<file path="src/rtl/mw_stage_sb.sv">
// Memory/writeback stage: register-file and flag write decode plus an in-order
// posted store buffer that drains to the data-memory port over req/ack.
module mw_stage_sb #(
    parameter int ADDR_W   = 32,
    parameter int SB_DEPTH = 4
) (
    input  logic                       clk,
    input  logic                       clr,
    input  logic                       v,
    input  logic                       we,
    input  logic                       rmsel,
    input  logic [7:0]                 modrm,
    input  logic [1:0]                 opsize,
    input  logic [31:0]                aluval,
    input  logic [ADDR_W-1:0]          maddr,
    input  logic [31:0]                flag_ld,
    input  logic                       af,
    input  logic                       cf,
    input  logic                       of,
    output logic                       mw_stall,
    output logic                       v_rf_ld,
    output logic [2:0]                 drid,
    output logic [31:0]                rf_data,
    output logic [31:0]                v_flag_ld,
    output logic [31:0]                flags,
    output logic                       mem_req,
    output logic [ADDR_W-1:0]          mem_addr,
    output logic [31:0]                mem_data,
    output logic [1:0]                 mem_size,
    input  logic                       mem_ack,
    output logic                       sb_empty,
    output logic [$clog2(SB_DEPTH):0]  sb_count
);

    localparam int PTR_W = $clog2(SB_DEPTH);
    localparam int CNT_W = PTR_W + 1;

    logic [PTR_W-1:0]  wr_ptr_q, wr_ptr_d;
    logic [PTR_W-1:0]  rd_ptr_q, rd_ptr_d;
    logic [CNT_W-1:0]  count_q, count_d;

    logic [ADDR_W-1:0] addr_q [SB_DEPTH];
    logic [31:0]       data_q [SB_DEPTH];
    logic [1:0]        size_q [SB_DEPTH];

    logic mem_ind, st, full, enq, deq;

    function automatic logic [31:0] calc_flags(input logic [31:0] val,
                                               input logic [1:0]  sz,
                                               input logic        a_in,
                                               input logic        c_in,
                                               input logic        o_in);
        logic [31:0] f;
        logic        zf, sf;
        case (sz)
            2'b00: begin zf = (val[7:0] == 8'h00);    sf = val[7];  end
            2'b01: begin zf = (val[15:0] == 16'h0000); sf = val[15]; end
            default: begin zf = (val == 32'h0);        sf = val[31]; end
        endcase
        f     = 32'h0;
        f[0]  = c_in;
        f[2]  = ~^val[7:0];
        f[4]  = a_in;
        f[6]  = zf;
        f[7]  = sf;
        f[11] = o_in;
        return f;
    endfunction

    // Full is judged on the registered count only, so a same-cycle ack never frees a slot.
    always_comb begin
        mem_ind   = (modrm[7:6] != 2'b11);
        st        = v & we & rmsel & mem_ind;
        full      = (count_q == CNT_W'(SB_DEPTH));
        mw_stall  = st & full;
        enq       = st & ~full;
        mem_req   = (count_q != '0);
        deq       = mem_req & mem_ack;
        sb_empty  = ~mem_req;
        sb_count  = count_q;
        drid      = rmsel ? modrm[2:0] : modrm[5:3];
        v_rf_ld   = v & we & ~(rmsel & mem_ind);
        rf_data   = aluval;
        v_flag_ld = flag_ld & {32{v & ~mw_stall}};
        flags     = calc_flags(aluval, opsize, af, cf, of);
        mem_addr  = addr_q[rd_ptr_q];
        mem_data  = data_q[rd_ptr_q];
        mem_size  = size_q[rd_ptr_q];
    end

    always_comb begin
        wr_ptr_d = enq ? wr_ptr_q + PTR_W'(1) : wr_ptr_q;
        rd_ptr_d = deq ? rd_ptr_q + PTR_W'(1) : rd_ptr_q;
        count_d  = count_q;
        case ({enq, deq})
            2'b10:   count_d = count_q + CNT_W'(1);
            2'b01:   count_d = count_q - CNT_W'(1);
            default: count_d = count_q;
        endcase
    end

    always_ff @(posedge clk) begin
        if (!clr) begin
            wr_ptr_q <= '0;
            rd_ptr_q <= '0;
            count_q  <= '0;
        end else begin
            wr_ptr_q <= wr_ptr_d;
            rd_ptr_q <= rd_ptr_d;
            count_q  <= count_d;
        end
    end

    // Entry storage carries no reset; only the pointers and count define validity.
    always_ff @(posedge clk) begin
        if (enq) begin
            addr_q[wr_ptr_q] <= maddr;
            data_q[wr_ptr_q] <= aluval;
            size_q[wr_ptr_q] <= opsize;
        end
    end

endmodule

</file>
<file path="config.mk">
export PLATFORM = sky130hd
export DESIGN_NAME = mw_stage_sb
export DESIGN_NICKNAME = d
export VERILOG_FILES = /design/src/rtl/mw_stage_sb.sv
export SDC_FILE = /design/constraint.sdc
export NUM_CORES = 1
export LEC_CHECK = 0
export CELL_PAD_IN_SITES_DETAIL_PLACEMENT = 0
export CELL_PAD_IN_SITES_GLOBAL_PLACEMENT = 1
export CORE_MARGIN = 4
export CORE_UTILIZATION = 44
export CTS_CLUSTER_DIAMETER = 100
export CTS_CLUSTER_SIZE = 24
export DETAILED_ROUTE_END_ITERATION = 10
export PLACE_DENSITY_LB_ADDON = 0.1
export SYNTH_ARGS = -nofsm -noshare
export SYNTH_HDL_FRONTEND = slang
export SYNTH_SLANG_ARGS = --single-unit
export TNS_END_PERCENT = 100
</file>
<file path="constraint.sdc">
create_clock -name clk -period 4.4 [get_ports clk]
set_input_delay 0.66 -clock clk [delete_from_list [all_inputs] [get_ports clk]]
set_output_delay 0.66 -clock clk [all_outputs]
set_load 0.05 [all_outputs]
</file>
==> results.txt <==
The run finished with clean final reports. The internal power came out at 4.06 mW. Measured against the total synthesized area, the mux share comes to 14.0%. The nature of the critical path startpoint is an input pin.

The time the final worst path needs with I/O delays and setup is 3.93 ns. The power density over cell area came out at 406 mW/mm^2. The initial cell density of the core is around 45%. The length of the first detailed-routing pass in iterations is 4.

The area of the core region is 0.0244 sq mm. The maximum single-stage delay on the critical path came out at approximately 0.86 ns. In this run the count of I/O pins placed on the die edge is approximately 290. The analysis attributes to net switching a power of 1.62 mW. The antenna cell count is 0. The number of global-route vias before repair is approximately 6200.

The proportion of power drawn by flip-flops and latches came out at 51.0%. The fraction of layout cells with a size suffix above 1 came out at 14.0%. The detail route stage leaves a number of antenna-violating nets equal to 0. Post-CTS timing repair inserted 0 buffers for setup. The source of the worst hold timing path is wr_ptr_q[1]. For the final database, setup skew stands at ~0.030 ns. The footprint of the multi-input gates came out at 0.00232 sq mm. Dividing the detail-routed via count by the number of cells gives 5.02.

The headroom to the max-slew limit is 51.7%. The most instantiated flip-flop cell in the synthesis netlist is edfxtp_1. The placement row count came out at 57. The overall power is about 5.7 mW. Dividing the synthesized area by the synthesized cell count gives approximately 21 sq um. The post-synthesis cell count came out at 529. The count of nets after finishing is roughly 880. The accumulated negative setup slack is 0 ns.

Counting flops with a built-in enable in the synthesized netlist gives between 200 and 300. The highest metal layer carrying signal wires in the routed design is met5. The CTS tree is done. The cell at the slowest stage of the critical path is clkdlybuf4s50_1. The post-synthesis cell type count came out at 33. The initial detailed-routing violation count is 262. The die extent in y is 166 microns. The layout has 1895 filler cells.

The share of the synthesized area in compound gates (AO/OA/AOI/OAI) came out at less than 1%. The tree is rooted in a clkbuf_16. The maximum frequency from static timing analysis is 0.255 GHz. For the pin with the worst max-slew slack, the measured transition is about 0.72 ns. The type of the worst setup path is in -> out.

The worst hold path belongs to the class reg -> reg. The die footprint is between 0.02 and 0.03 sq mm. The largest vdd supply drop came out at 0.221 mV. The largest buffer count on any clock path is 3.

The latest clock arrival within the worst-skew pair is 0.48 ns. The clock sink total came out at 273. Dividing the detail-routed wire length by the instance count gives ~21 microns. The met2 wire length came out at between 10 and 15 mm. Setup repair after global routing left no endpoint under its margin. In the routed design, unresolved DRC markers number 0. The number of buffers inserted by hold repair at cts came out at 0. The count of buffers added on input and output ports is roughly 250. Setup violations remaining at the end of the flow were counted as 0. Across all layers, the routed design uses ~5500 vias. The worst register-to-register path has a setup slack of between 2 and 2.5 ns. STA puts the critical path data arrival time at 3.27 ns. The total congestion overflow is 0. In this run switching power makes up 28.5% of total power. The clock network fraction of total power is about 25%. The area taken by flip-flops and latches came out at 0.00812 sq mm. The number of gates given a new drive strength after cts is 0.

For this run, asynchronously set or reset flops after synthesis account for 0%. The floorplan step set the die width to 166 microns. The highest fanout seen on the critical path is 6. In this run, the combinational gates consume 24.1% of the power. The cell seen most often among critical-path stages is clkdlybuf4s50_1. The worst register-to-register path begins at sb_count[2]. The adder-cell share of the synthesized area came out at 1.21%. The post-synthesis instance area came out at 0.0109 sq mm.

The sum of met3 wire segment lengths after detailed routing came out at 1.56 mm. The final number of hold-violating endpoints came out at 0. The part of the Yosys area used for sequential elements is 74.1%. The initial antenna violation count came to 1.

The number of warnings printed during yosys synthesis came out at 0. The simple-gate area share of the yosys netlist is under 10%. The post-route fraction of the period consumed by the critical path is 89.3%. Across the run, the number of max-cap violations was 0.

The required time of the critical path came out at 3.74 ns. The aggregate routed wire length is 22.9 mm. Entering global routing, the biggest net connects 45 pins.

The critical path goes through clkdlybuf4s50_1 > nor4_1 > nand2_1 > or3_1 > a221oi_1 > clkdlybuf4s50_1. After synthesis, the largest family of logic cells by area is multiplexers. The clock slew seen by the registers of the worst setup and hold paths is 0.09 ns.

The synthesized design contains 273 register bits. Routability-driven placement finished with a final weighted congestion of roughly 0.86. The timing startpoint of the critical path is aluval[16]. The half-perimeter wire length after detailed placement came out at 15.2 mm.

The total leakage power is around 4.5 nW. The worst setup path is captured at an output pin. CTS built an H-tree with a depth of 1. The detailed router put a total of 8.94 mm of wire on met1. The final instance area came out at 0.0140 sq mm. The overall track demand over capacity in global routing came out at 16.3%. The first global-routing pass estimated 35.4 mm of wire. Summing the areas of all xor and xnor instances in the mapped netlist gives 0.640% of the synthesized area. The number of CTS-inserted buffers came out at 15.

The layout-stage area growth over the synthesis result is 28.0%. The max-slew violation total from the final report is 0. The placed cell area came out at approximately 0.014 sq mm.
[cell families (layout without fill, tap and decap cells)]
| kind of cell | Yosys count | count (layout) |
|---|---|---|
| AO/OA/AOI/OAI | 8 | 8 |
| XOR/XNOR | 8 | 8 |
| adder cells (fa/ha/maj) | 10 | 10 |
| buffers and inverters | 93 | 304 |
| flip-flops | 273 | 273 |
| multiplexers | 70 | 70 |
| other | 1 | 26 |
| AND/OR/NAND/NOR | 66 | 66 |
[layer usage]
layer | vias up | track usage, %
met5 | - | 0
met4 | 2 | 2.65
met3 | 17 | 4.55
met2 | 189 | 29.5
met1 | 2805 | 20.0
li1 | 2451 | -
[synthesized netlist by cell type (2+ instances only)]
cell,n,area (sq um)
nor4_1,5,31.3
dfxtp_1,9,180
xor2_1,2,17.5
ha_1,9,113
nand2_1,8,30.0
buf_6,2,22.5
buf_2,7,35.0
clkbuf_1,3,11.3
mux4_2,66,1490
buf_4,65,488
and2_1,42,263
or3_1,3,18.8
o21ai_0,4,20.0
edfxtp_1,264,7930
mux2_2,3,33.8
inv_1,15,56.3
xnor2_1,6,52.6
[cell type report]
cell class / count / share of cell area (%)
Sequential cell: 273 / 57.9
Timing Repair Buffer: 264 / 19.1
Multi-Input combinational cell: 188 / 16.6
Clock buffer: 24 / 2.92
Tap cell: 324 / 2.89
Inverter: 15 / 0.402
Clock inverter: 1 / 0.116
[final timing paths]
| kind | endpoint | depth (start not counted) |
|---|---|---|
| hold reg to reg | wr_ptr_q[1] | 2 |
| hold / removal | wr_ptr_q[1] | 2 |
| setup / recovery | flags[6] | 6 |
| setup reg to reg | sb_count[2] | 9 |
[sequential cells by signal (all words and copies together), names as in the netlist, named ones only]
name      cells
sb_count      3
rd_ptr_q      2
size_q        8
addr_q      128
data_q      128
wr_ptr_q      2
[critical path, delay by kind of cell]
family          cells  cell delay, ns
simple gates        3            0.99
compound gates      1            0.26
buf+inv             2            1.36
[per-stage QoR]
stage | util [%] | setup WS, ns | instances | hold WS, ns
floorplan | - | 1.15 | 554 | 0.469
global placement | 55.7 | 0.511 | 1064 | 0.480
detailed placement | 55.7 | 0.506 | 1064 | 0.504
CTS | 57.4 | 0.481 | 1089 | 0.516
global route | 57.4 | 0.375 | 1089 | 0.578
finish | 57.4 | 0.473 | 1089 | 0.516
[cells in the final DEF (no fill, tap or decap), types with 2 or more instances in the layout]
cell             instances
and2_4                   4
buf_12                   5
xor2_1                   2
inv_1                   15
or3_1                    3
o21ai_0                  4
ha_1                     9
nand2_1                  8
conb_1                  26
dfxtp_4                  2
edfxtp_1               264
nor4_1                   5
dfxtp_1                  7
mux2_2                   3
clkbuf_1                 9
mux4_2                  66
and2_1                  38
xnor2_1                  6
clkbuf_16               15
buf_4                    5
clkdlybuf4s50_1        254
[power by group through the flow]
stage	registers [mW]	clock network [mW]	logic (mW)
finish	2.90	1.42	1.37
global route	2.90	1.57	1.44
CTS	2.90	1.47	1.39
detailed placement	2.96	0	1.39
global placement	2.96	0	1.38
floorplan	2.97	0	0.948
Power figures use the tool's default switching activity.
